`src/rtl/display_pwm_modulator.sv`:
```
// Multi-channel RGB PWM modulator with period-boundary duty reload and underrun reporting.
// Optional blanking input is enabled by defining DISPLAY_PWM_BLANK_EN.
module display_pwm_modulator #(
  parameter int segments   = 1,
  parameter int cyclewidth = 8,
  parameter int prescale   = 1
) (
  input  logic                               clk,
  input  logic                               rst,
`ifdef DISPLAY_PWM_BLANK_EN
  input  logic                               blank,
`endif
  input  logic [cyclewidth*3*segments-1:0]   cpixel,
  input  logic                               cpixel_valid,
  output logic                               cpixel_ready,
  output logic [3*segments-1:0]              channel_out,
  output logic                               period_start,
  output logic                               underrun
);

  localparam int CHANNELS = 3 * segments;
  localparam int PW = (prescale > 1) ? $clog2(prescale) : 1;
  localparam logic [PW-1:0] PRESC_LAST = PW'(prescale - 1);

  typedef enum logic {IDLE, RUN} state_t;

  state_t                 state, state_next;
  logic [cyclewidth-1:0]  tick, tick_next;
  logic [PW-1:0]          presc, presc_next;
  logic [cyclewidth-1:0]  duty [CHANNELS];
  logic                   rst_q;
  logic                   last_clock;
  logic                   transfer;
  logic                   blank_now;

`ifdef DISPLAY_PWM_BLANK_EN
  assign blank_now = blank;
`else
  assign blank_now = 1'b0;
`endif

  // rst_q keeps ready low for the cycle following a reset edge.
  always_ff @(posedge clk) begin
    rst_q <= rst;
  end

  always_ff @(posedge clk) begin
    if (rst) begin
      state <= IDLE;
      tick  <= '0;
      presc <= '0;
    end else begin
      state <= state_next;
      tick  <= tick_next;
      presc <= presc_next;
    end
  end

  always_comb begin
    state_next = state;
    tick_next  = tick;
    presc_next = presc;
    case (state)
      IDLE: begin
        if (transfer) begin
          state_next = RUN;
          tick_next  = '0;
          presc_next = '0;
        end
      end
      RUN: begin
        if (presc == PRESC_LAST) begin
          presc_next = '0;
          tick_next  = tick + 1'b1;
        end else begin
          presc_next = presc + 1'b1;
        end
      end
      default: state_next = IDLE;
    endcase
  end

  always_comb begin
    last_clock   = (state == RUN) && (tick == '1) && (presc == PRESC_LAST);
    cpixel_ready = !rst_q && ((state == IDLE) || last_clock);
    transfer     = cpixel_valid && cpixel_ready;
  end

  always_ff @(posedge clk) begin
    if (rst) begin
      for (int g = 0; g < CHANNELS; g++) duty[g] <= '0;
    end else if (transfer) begin
      for (int g = 0; g < CHANNELS; g++) duty[g] <= cpixel[g*cyclewidth +: cyclewidth];
    end
  end

  // Channel compare is registered, so outputs lag the tick counter by one clock.
  always_ff @(posedge clk) begin
    if (rst) begin
      channel_out  <= '0;
      period_start <= 1'b0;
      underrun     <= 1'b0;
    end else begin
      period_start <= (state == RUN) && (tick == '0) && (presc == '0);
      underrun     <= last_clock && !transfer;
      for (int g = 0; g < CHANNELS; g++) begin
        channel_out[g] <= (state == RUN) && (tick < duty[g]) && !blank_now;
      end
    end
  end

endmodule

```
`config.mk`:
```
export PLATFORM = sky130hd
export DESIGN_NAME = display_pwm_modulator
export DESIGN_NICKNAME = d
export VERILOG_FILES = /design/src/rtl/display_pwm_modulator.sv
export SDC_FILE = /design/constraint.sdc
export NUM_CORES = 1
export LEC_CHECK = 0
export BUFFER_PORTS_ARGS = -buffer_cell sky130_fd_sc_hd__buf_2
export CORE_UTILIZATION = 45
export CTS_BUF_LIST = sky130_fd_sc_hd__clkbuf_4 sky130_fd_sc_hd__clkbuf_8
export CTS_CLUSTER_SIZE = 40
export DETAILED_ROUTE_END_ITERATION = 16
export PLACE_DENSITY = 0.63
export REMOVE_ABC_BUFFERS = 1
export SLEW_MARGIN = 0
export SYNTH_ARGS = -nofsm -noshare
export SYNTH_HDL_FRONTEND = slang
export SYNTH_SLANG_ARGS = --single-unit
```
`constraint.sdc`:
```
create_clock -name clk -period 4.89 [get_ports clk]
set_input_delay 0.2445 -clock clk [delete_from_list [all_inputs] [get_ports clk]]
set_output_delay 0.2445 -clock clk [all_outputs]
set_load 0.01 [all_outputs]
```
## After elaboration in Yosys (flattened, before gate mapping)

Memories as Yosys holds them, arrays and structs flattened.
Cells that the tools add are included.

- Equal/unequal tests: 3
- Multiplexer cells: 15
- $add $sub $neg: 2
- Magnitude comparators: 3
- Reduce and logical (&&, ||, !) cells: 15
- Bitwise logic cells: 5

Operators with widths:

| kind | count |
|---|---|
| 8-bit 2-to-1 mux | 5 |
| 8-bit < comparator | 3 |
| 8-bit case mux with 2 select lines | 1 |
| 1-bit logical AND | 10 |
| 8-bit by 1-bit adder with 8-bit output, second input constant | 1 |
| 8-bit == test, second input constant | 1 |
| 8-bit logical NOT | 1 |
| 1-bit 2-to-1 mux | 8 |
| 2-bit inequality test, second input constant | 2 |
| 1-bit OR | 3 |
| 1-bit logical NOT | 2 |
| 1-bit inverter | 2 |
| 1-bit case mux with 2 select lines | 1 |
| 2-bit AND reduction | 1 |
| 1-bit adder, second input constant | 1 |
| 1-bit logical OR | 1 |

- Output and inout bits: 6
- Memories kept: 1
- Word-level logic and storage cells: 51
- Bits of input ports: 27
- Register bits: 16
- Bits in writable memories: 24

Memory list:

| memory | depth | bits a word | rd ports | clocked after memory_dff | wr ports | RTL line | RTL |
|---|---|---|---|---|---|---|---|
| duty | 3 | 8 | 3 | 0 | 3 | 30 | `logic [cyclewidth-1:0] duty [CHANNELS];` |

## Logic depth before layout (Yosys ltp)

- Word-level depth: 10
- Mapped depth: 6
- Depth with buffers taken out: 6

## Least setup slack after synthesis

OpenSTA, ideal clock, no wires.

- Path type: flip-flop to flip-flop
- From: register tick[1]
- To: memory duty[0][0], enable pin
- Period minus slack after synthesis: 2.617 ns
- Path slack: 2.273 ns
- Path buffers: 0
- Stages on the path, launching flop included: 5
- Library setup time: 0.413 ns
- Arrival: 2.204 ns
- Required time: 4.477 ns
- Path through: dfxtp_1 -> ha_1 -> and3_4 -> nand3_4 -> a21oi_1

RTL lines:

| item | RTL line | RTL |
|---|---|---|
| from (decl) | 28 | `logic [cyclewidth-1:0] tick, tick_next;` |
| from (signal assigned) | 54 | `tick <= tick_next;` |
| to (decl) | 30 |  |

==> reports/qor.txt <==
Site row count -> 24
Initial DRC Count -> 77
Final Core Density -> 53.9%
Worst Tran Pin Value -> 0.717 ns
H-tree depth -> 2
Post-route cell area -> 2360 sq um
Root buf cell -> clkbuf_8
Final HPWL DP -> 2.56 mm
Power density over the cells -> 278 nW/um^2
Crit-path slowest cell -> dfxtp_1
Synth cell types -> 32
# IOs -> 33
Leakage -> 1.04 nW
Cells along the critical path -> ha_1, and3_4, nand3_4, a21oi_2, buf_4
Crit-path max FO -> 16
Final period util -> 46.1%
Reg clk slew, reported paths -> 0.08 ns
Largest stage delay, worst path -> 0.53 ns
Post-CTS Setup Inserts -> 0
Max-slew violations -> 0
Largest net degree at the start of global routing -> 25
Cell family with most CP delay -> flip-flops
Final antenna diode count -> 0
Total Routing Usage GR -> 16.7%
Drt pass-1 iters -> 4
HP Class -> primary input to flop
Synth warn -> 0
TritonCTS Sinks -> 39
Layout net count -> 279
TritonCTS Buffers -> 5
Die area -> 4870 sq um
Area grow syn2layout -> 14.3%
Hold buffers post-CTS -> 0
Fillers -> 415
Crit Path Class -> flop to flop
Clk Latency, worst-skew pair -> 0.29 ns
Final hold vios -> 0
Die Span Y -> 69.8 microns
Global-route wire length before repair -> 6.22 mm
Largest family of logic cells by synthesized area -> simple AND/OR/NAND/NOR gates
Remaining DRCs -> 0
Post-synthesis sequential area ratio -> 49.4%
Routability cong. -> 0.804
Setup Viol. Count Final -> 0
Routed wire length -> 3.66 mm
Gr ovfl total -> 0
Core area -> 4380 sq um
Via count -> 1,446
CTS tree -> done
WL/cell -> 13.0 microns
Synth Area in Compound Gates -> 11.8%
Post-cts sizing count -> 0
Clk_skew -> 0.00792 ns
IO Port Bufs -> 32
WP data arrival -> 2.24 ns
Starting Density -> 47.2%
Buf+Inv Stages, Crit Path -> 1
Synth Area in XOR/XNOR -> 0%
Post-synthesis area per instance -> 10.7 sq um
Vias per Instance -> 5.13
Post-synthesis cell count -> 193
Chip width -> 69.8 microns
Mux cell area share after synthesis -> 0.544%
Outcome -> complete, no violations
Commonest non-fill, non-tap cell in the layout -> buf_2
Startpoint Class -> flop
Worst vdd ir -> 0.155 mV
Synth Area in Adders -> 13.9%
Slew Limit Headroom -> 52.1%
Placed Area -> 2270 sq um
Crit path time final -> 2.26 ns
Vias in the first global route -> 1,322
CTS Buffer Depth -> 2
Share of cells above drive strength 1 -> 20.0%
Most frequent cells in the layout -> buf_2 (32), inv_1 (25), and2_1 (24), edfxtp_1 (24), ha_1 (23)
Overall Power -> 0.000658 W
Initial antenna violation count -> 0
Worst setup EP type -> flop
Routed Antenna Nets -> 0
RSZ-0062 raised after global routing -> no
Fmax -> 443 MHz
WHS -> 0.223 ns
Simple logic cell fraction of the synthesized area -> 18.4%
Final TNS setup -> 0 ns
Critical path required time -> 4.87 ns
Yosys reg bits -> 39
Max_cap viols -> 0
Synthesized cell area -> 2070 sq um
[path summary, 6_finish.rpt]
| path | from | endpoint | slack [ns] | cells after the start |
|---|---|---|---|---|
| min | cpixel[10] | duty[0][10] | 0.22 | 2 |
| max | tick[1] | duty[0][21] | 2.63 | 5 |
| max reg2reg | tick[1] | duty[0][21] | 2.63 | 5 |
| min reg2reg | duty[0][6] | channel_out[0] | 0.66 | 3 |
[power breakdown]
group | switching [W] | internal (W) | total, W | leakage [nW]
Sequential | 0.00000899 | 0.000368 | 0.000377 | 0.373
Clock | 0.000108 | 0.000111 | 0.000219 | 0.0491
Combinational | 0.0000344 | 0.0000270 | 0.0000614 | 0.618
Total | 0.000151 | 0.000507 | 0.000658 | 1.04
[cells by family (layout without fill, tap and decap cells)]
group	count (synthesis)	in the layout
simple gates	64	64
flops	39	39
compound gates	37	37
buf+inv	29	66
fa+ha+maj	23	23
mux	1	1
[cell usage after synthesis]
cell / instances / area (sq um)
dfxtp_1: 15 / 300
buf_6: 2 / 22.5
and3_1: 1 / 6.26
a22o_1: 2 / 17.5
o211ai_1: 3 / 22.5
nor2_1: 11 / 41.3
o21ai_0: 7 / 35.0
nor4_1: 3 / 18.8
and3_4: 1 / 11.3
a22oi_1: 1 / 7.51
and2_1: 24 / 150
nand3_1: 1 / 5.00
a41oi_1: 4 / 35.0
nand2b_1: 6 / 37.5
a211oi_4: 1 / 20.0
a21oi_1: 16 / 80.1
nand3_4: 1 / 17.5
nand3b_1: 1 / 7.51
edfxtp_1: 24 / 721
nor3_1: 1 / 5.00
a311oi_1: 2 / 17.5
nor2b_1: 1 / 6.26
and4_1: 1 / 8.76
nand2_1: 6 / 22.5
ha_1: 23 / 288
or4_1: 2 / 15.0
nand4_1: 3 / 18.8
a211o_1: 1 / 8.76
nand4b_1: 1 / 8.76
inv_1: 25 / 93.8
clkbuf_1: 2 / 7.51
mux2_2: 1 / 11.3
[stage by stage]
stage               worst slack (ns)  std cells
global route                    2.48        282
global placement                2.70        274
CTS                             2.60        282
finish                          2.63        282
detailed placement              2.61        274
floorplan                       2.27        189
[state kept, by name (all words and copies together) (netlist names)]
register      cells
duty             24
rst_q             1
period_start      1
state             1
tick              8
channel_out       3
underrun          1
[routing by layer]
metal | vias to the layer above | global-route usage (%) | routed length [microns]
met2 | 33 | 26.0 | 1790
li1 | 759 | - | -
met1 | 648 | 21.7 | 1660
met4 | 0 | 6.22 | 42
met5 | - | 0 | 0
met3 | 6 | 5.23 | 170
[area by class of cell]
cell class	count	area [sq um]	share of cell area, %
Clock inverter	1	5.00	0.212
Multi-Input combinational cell	125	927	39.2
Clock buffer	7	83.8	3.55
Timing Repair Buffer	33	168	7.09
Sequential cell	39	1020	43.2
Tap cell	52	65.1	2.75
Inverter	25	93.8	3.97
No activity file was read; power rests on OpenSTA's default activity.
